$ cat src/rtl/io_bus_arbiter.sv
// Two-master round-robin arbiter/sequencer for the I/O decoder port; all outputs registered.
// Optional bus lock is compiled in with `define IO_ARB_LOCK_EN.
module io_bus_arbiter #(
  parameter int unsigned ACCESS_CYCLES = 1,
  parameter logic [31:0] IDLE_ADDR     = 32'h0000_0000
) (
  input  logic        clk,
  input  logic        rst_n,
  input  logic        m0_req,
  input  logic        m0_we,
  input  logic [31:0] m0_addr,
  input  logic [31:0] m0_wdata,
  output logic [31:0] m0_rdata,
  output logic        m0_ack,
  input  logic        m1_req,
  input  logic        m1_we,
  input  logic [31:0] m1_addr,
  input  logic [31:0] m1_wdata,
  output logic [31:0] m1_rdata,
  output logic        m1_ack,
`ifdef IO_ARB_LOCK_EN
  input  logic        m0_lock,
  input  logic        m1_lock,
`endif
  output logic        io_ce,
  output logic        io_we,
  output logic [31:0] io_addr,
  output logic [31:0] io_din,
  input  logic [31:0] io_dout,
  output logic        grant
);

  if (ACCESS_CYCLES == 0 || ACCESS_CYCLES > 15) begin : g_bad_access_cycles
    $fatal(1, "io_bus_arbiter: ACCESS_CYCLES must be in 1..15");
  end

  localparam logic [3:0] CNT_INIT = 4'(ACCESS_CYCLES - 1);

  typedef enum logic [1:0] {IDLE, ACCESS, RESP} state_t;

  state_t      state, state_nxt;
  logic [3:0]  cnt, cnt_nxt;
  logic        req_any, win;
  logic        ce_nxt, we_nxt, grant_nxt, ack0_nxt, ack1_nxt;
  logic [31:0] addr_nxt, din_nxt, rdata0_nxt, rdata1_nxt;
`ifdef IO_ARB_LOCK_EN
  logic        lock_q, lock_nxt;
`endif

  // Winner selection: a lone requester wins, contention goes to the other master.
  always_comb begin
    req_any = m0_req | m1_req;
    win     = m1_req;
    if (m0_req && m1_req) win = ~grant;
`ifdef IO_ARB_LOCK_EN
    if (lock_q) begin
      req_any = grant ? m1_req : m0_req;
      win     = grant;
    end
`endif
  end

  always_ff @(posedge clk) begin
    if (!rst_n) state <= IDLE;
    else        state <= state_nxt;
  end

  always_comb begin
    state_nxt = state;
    case (state)
      IDLE:    if (req_any) state_nxt = ACCESS;
      ACCESS:  if (cnt == 4'd0) state_nxt = RESP;
      RESP:    state_nxt = IDLE;
      default: state_nxt = IDLE;
    endcase
  end

  always_comb begin
    ce_nxt     = io_ce;
    we_nxt     = io_we;
    addr_nxt   = io_addr;
    din_nxt    = io_din;
    grant_nxt  = grant;
    cnt_nxt    = cnt;
    ack0_nxt   = 1'b0;
    ack1_nxt   = 1'b0;
    rdata0_nxt = m0_rdata;
    rdata1_nxt = m1_rdata;
`ifdef IO_ARB_LOCK_EN
    lock_nxt   = lock_q;
`endif
    case (state)
      IDLE: begin
        if (req_any) begin
          grant_nxt = win;
          ce_nxt    = 1'b1;
          we_nxt    = win ? m1_we    : m0_we;
          addr_nxt  = win ? m1_addr  : m0_addr;
          din_nxt   = win ? m1_wdata : m0_wdata;
          cnt_nxt   = CNT_INIT;
        end
      end
      ACCESS: begin
        // Write strobe lasts one cycle so side-effecting registers fire once.
        we_nxt = 1'b0;
        if (cnt == 4'd0) begin
          ce_nxt   = 1'b0;
          addr_nxt = IDLE_ADDR;
          din_nxt  = '0;
          if (grant) begin
            rdata1_nxt = io_dout;
            ack1_nxt   = 1'b1;
          end else begin
            rdata0_nxt = io_dout;
            ack0_nxt   = 1'b1;
          end
        end else begin
          cnt_nxt = cnt - 4'd1;
        end
      end
`ifdef IO_ARB_LOCK_EN
      RESP: lock_nxt = grant ? m1_lock : m0_lock;
`endif
      default: ;
    endcase
  end

  always_ff @(posedge clk) begin
    if (!rst_n) begin
      io_ce    <= 1'b0;
      io_we    <= 1'b0;
      io_addr  <= IDLE_ADDR;
      io_din   <= '0;
      grant    <= 1'b1;
      cnt      <= '0;
      m0_ack   <= 1'b0;
      m1_ack   <= 1'b0;
      m0_rdata <= '0;
      m1_rdata <= '0;
`ifdef IO_ARB_LOCK_EN
      lock_q   <= 1'b0;
`endif
    end else begin
      io_ce    <= ce_nxt;
      io_we    <= we_nxt;
      io_addr  <= addr_nxt;
      io_din   <= din_nxt;
      grant    <= grant_nxt;
      cnt      <= cnt_nxt;
      m0_ack   <= ack0_nxt;
      m1_ack   <= ack1_nxt;
      m0_rdata <= rdata0_nxt;
      m1_rdata <= rdata1_nxt;
`ifdef IO_ARB_LOCK_EN
      lock_q   <= lock_nxt;
`endif
    end
  end

endmodule
$ cat config.mk
export PLATFORM = sky130hd
export DESIGN_NAME = io_bus_arbiter
export DESIGN_NICKNAME = d
export VERILOG_FILES = /design/src/rtl/io_bus_arbiter.sv
export SDC_FILE = /design/constraint.sdc
export NUM_CORES = 1
export LEC_CHECK = 0
export ABC_CLOCK_PERIOD_IN_PS = 2350
export CAP_MARGIN = 20
export CORE_ASPECT_RATIO = 0.8
export CORE_MARGIN = 2
export CORE_UTILIZATION = 42
export DETAILED_ROUTE_END_ITERATION = 8
export GPL_ROUTABILITY_DRIVEN = 0
export GPL_TIMING_DRIVEN = 0
export PLACE_DENSITY = 0.95
export RECOVER_POWER = 50
export SYNTH_ARGS = -nofsm -noshare
export SYNTH_HDL_FRONTEND = slang
export SYNTH_SLANG_ARGS = --single-unit
export TNS_END_PERCENT = 20
$ cat constraint.sdc
create_clock -name clk -period 2.35 [get_ports clk]
set_input_delay 0.235 -clock clk [delete_from_list [all_inputs] [get_ports clk]]
set_output_delay 0.235 -clock clk [all_outputs]
set_load 0.01 [all_outputs]
==> impl_metrics.json <==
{
  "io_pins": 299,
  "status": "completed",
  "synth_xor_area_frac": 0,
  "place_hpwl_mm": 14.91,
  "grt_usage": 0.2694,
  "maxCapViolations": 0,
  "cts_tree": "done",
  "crit_path_start_kind": "flip-flop",
  "async_flop_share": 0,
  "drt_iter0_markers": 360,
  "min_to": "cnt[0]",
  "synth.most_common_cell": "dfxtp_1",
  "p_per_area_mw_per_mm2": 692.9,
  "path_class": "flip-flop to flip-flop",
  "crit_path_end_kind": "flip-flop",
  "synth.largest_area_cell": "dfxtp_1",
  "path_max_fanout": 10,
  "firstDrtPassIters": 5,
  "post_drt_wl_per_cell_um": 17.74,
  "worstSkewPairLatency_ns": 0.41,
  "numCtsBuffers": 17,
  "fmax_ghz": 0.4750,
  "slowest_delay_ns": 0.52,
  "nNetsFinal": 1076,
  "yosys-top-cells-count": "dfxtp_1, nand2_1, inv_1, mux2i_1",
  "fill_cells": 953,
  "power.switching_mw": 1.766,
  "synth_compound_area_frac": 0.1916,
  "finalHoldViolCount": 0,
  "muxShareOfSynthArea": 0.1163,
  "antenna_cells": 0,
  "stdcell_count": 1096,
  "finalWirelength_mm": 19.45,
  "rows": 37,
  "htree_levels": 4,
  "power_frac_seq": 0.406,
  "yosysTopAreaCellShare": 0.4972,
  "ys_types": 30,
  "crit_arrival_ns": 2.43,
  "place_ws_ns": 0.04767,
  "timing.reg2reg.worst_path_depth": 5,
  "drc": 0,
  "clk_pin_slew_ns": 0.06,
  "rsz0062_at_grt": "false",
  "r2r_start": "grant",
  "swShare": 0.2729,
  "fin_util": 0.7229,
  "slowest_stage": "clkbuf_1",
  "p_leak_nw": 4.084,
  "min_period_ns": 2.105,
  "p_total_mw": 6.470,
  "cts_setup_buffers": 0,
  "synth.area.top_cells": "dfxtp_1, mux2i_1, a32oi_1",
  "drive_above_1_share": 0.05537,
  "combPwrFrac": 0.200,
  "slew_viol_final": 0,
  "ctsResizeCount": 0,
  "synth-simple-area-share": 0.09233,
  "syn_area_mm2": 0.005597,
  "synth-seq-cells": 139,
  "synthAdderAreaFrac": 0.004471,
  "core_area_mm2": 0.01292,
  "grt_pass1_wl_mm": 30.26,
  "worstReg2RegEnd": "io_din[29]",
  "hold_path_depth": 3,
  "syn2layout_area_growth_pct": 66.85,
  "clockBufferDepth": 2,
  "vdd.ir_drop.worst_v": 0.0005328,
  "dp_cells": 1064,
  "synthCells": 592,
  "setup_ws_ns": 0.2446,
  "min_path_type": "input pin to flip-flop",
  "clkPwrFrac": 0.394,
  "cts.sink_count": 139,
  "vias": 5795,
  "grt_pass1_vias": 5999,
  "viasPerCell": 5.287,
  "crit_chain": "a21boi_0 -> clkbuf_1 -> buf_1 -> a32oi_1 -> o22ai_1",
  "cp.required_ns": 2.67,
  "grt.overflow.total": 0,
  "syn_avg_cell_area_um2": 9.454,
  "ys_seq_area_frac": 0.4972,
  "grt_max_degree": 17,
  "setup_viol": 0,
  "relSlewSlack": 0.5769,
  "root_buffer": "clkbuf_16",
  "syn_nets": 760,
  "antenna_left": 0,
  "start_util": 0.4333,
  "io_buffers": 297,
  "die_area_mm2": 0.01427,
  "die_w_um": 133.1,
  "synth_ff_type": "dfxtp_1",
  "cts_hold_buf": 0,
  "clock_skew_ns": 0.009375,
  "min-delay-start": "rst_n",
  "die_h_um": 107.3,
  "synth_edf_count": 0,
  "antenna_found_initial": 0,
  "regToRegSetupSlack_ns": 0.24,
  "intPower_mw": 4.704,
  "finalCritPeriodShare": 0.8959,
  "tns_ns": 0,
  "worstMarginPinSlew_ns": 0.6333,
  "yosysWarningCount": 0,
  "synth_top_family_by_area": "compound AO/OA/AOI/OAI gates"
}
layout make-up:
cell class / instances / area (um2) / area share
clock inverters: 14 / 133.9 / 0.01434
plain buffers: 54 / 291.5 / 0.03122
clock buffers: 18 / 429.2 / 0.04596
flip-flops and latches: 139 / 2783 / 0.2980
well taps: 175 / 219.0 / 0.02345
repair buffers: 297 / 2973 / 0.3184
inverters: 68 / 255.2 / 0.02733
multi-input cells: 331 / 2253 / 0.2413
worst max path at each step:
stage / from / end / cells after the start
2_1_floorplan: cnt[0] / m1_rdata[0] / 7
3_3_place_gp: m1_req / io_din[30] / 6
3_5_place_dp: m1_req / io_din[29] / 6
4_1_cts: cnt[0] / io_addr[7] / 6
5_1_grt: grant / io_addr[23] / 5
6_report: grant / io_din[29] / 5
power groups by stage:
stage | registers (mW) | clock network, mW | logic, mW
2_1_floorplan | 2.75 | 0 | 0.486
3_3_place_gp | 2.67 | 0 | 1.32
3_5_place_dp | 2.68 | 0 | 1.35
4_1_cts | 2.63 | 2.59 | 1.35
5_1_grt | 2.65 | 2.71 | 1.38
6_report | 2.63 | 2.55 | 1.29
flip-flops by register name (all words and copies together), names as in the netlist:
signal,count
cnt,4
grant,1
io_addr,32
io_ce,1
io_din,32
io_we,1
m0_ack,1
m0_rdata,32
m1_ack,1
m1_rdata,32
state,2
logic make-up (layout without fill, tap and decap cells):
logic type                 count (synthesis)  count (layout)
muxes                                     65              65
and+or+nand+nor                          120             120
AOI/OAI and AO/OA                        144             144
buffers and inverters                    122             451
adders and majority gates                  2               2
DFF                                      139             139
metrics by stage:
stage	hold slack (ns)	cell area, um2
detailed placement	0.4541	8788
floorplan	0.3960	5597
finish	0.3484	9338
CTS	0.3308	9351
global route	0.3529	9338
global placement	0.4379	8788
cells in the final DEF, fill, tap and decap left out, types with 3 or more instances in the layout:
| cell | n |
|---|---|
| a21oi_1 | 5 |
| o22ai_1 | 64 |
| buf_2 | 8 |
| nor2_1 | 5 |
| mux2i_1 | 65 |
| buf_1 | 6 |
| o21ai_0 | 3 |
| clkbuf_16 | 17 |
| or2_2 | 3 |
| or3_1 | 4 |
| a211oi_1 | 3 |
| dfxtp_1 | 139 |
| buf_6 | 4 |
| nand2_1 | 99 |
| dlygate4sd3_1 | 129 |
| a32oi_1 | 64 |
| clkdlybuf4s50_1 | 168 |
| inv_6 | 7 |
| buf_12 | 3 |
| clkbuf_1 | 34 |
| inv_1 | 67 |
worst max-delay path, delay by kind of cell (launching register included):
family,cells,cell delay (ns)
AOI/OAI and AO/OA,3,0.67
buffers and inverters,2,0.99
DFF,1,0.36
per-layer routing:
metal | part of all wire | track usage | vias up
met5 | 0 | 0 | -
li1 | - | - | 2752
met1 | 0.42 | 0.3220 | 2782
met4 | 0.026 | 0.1121 | 0
met3 | 0.059 | 0.06215 | 40
met2 | 0.50 | 0.4689 | 221
Power figures use the tool's default switching activity.
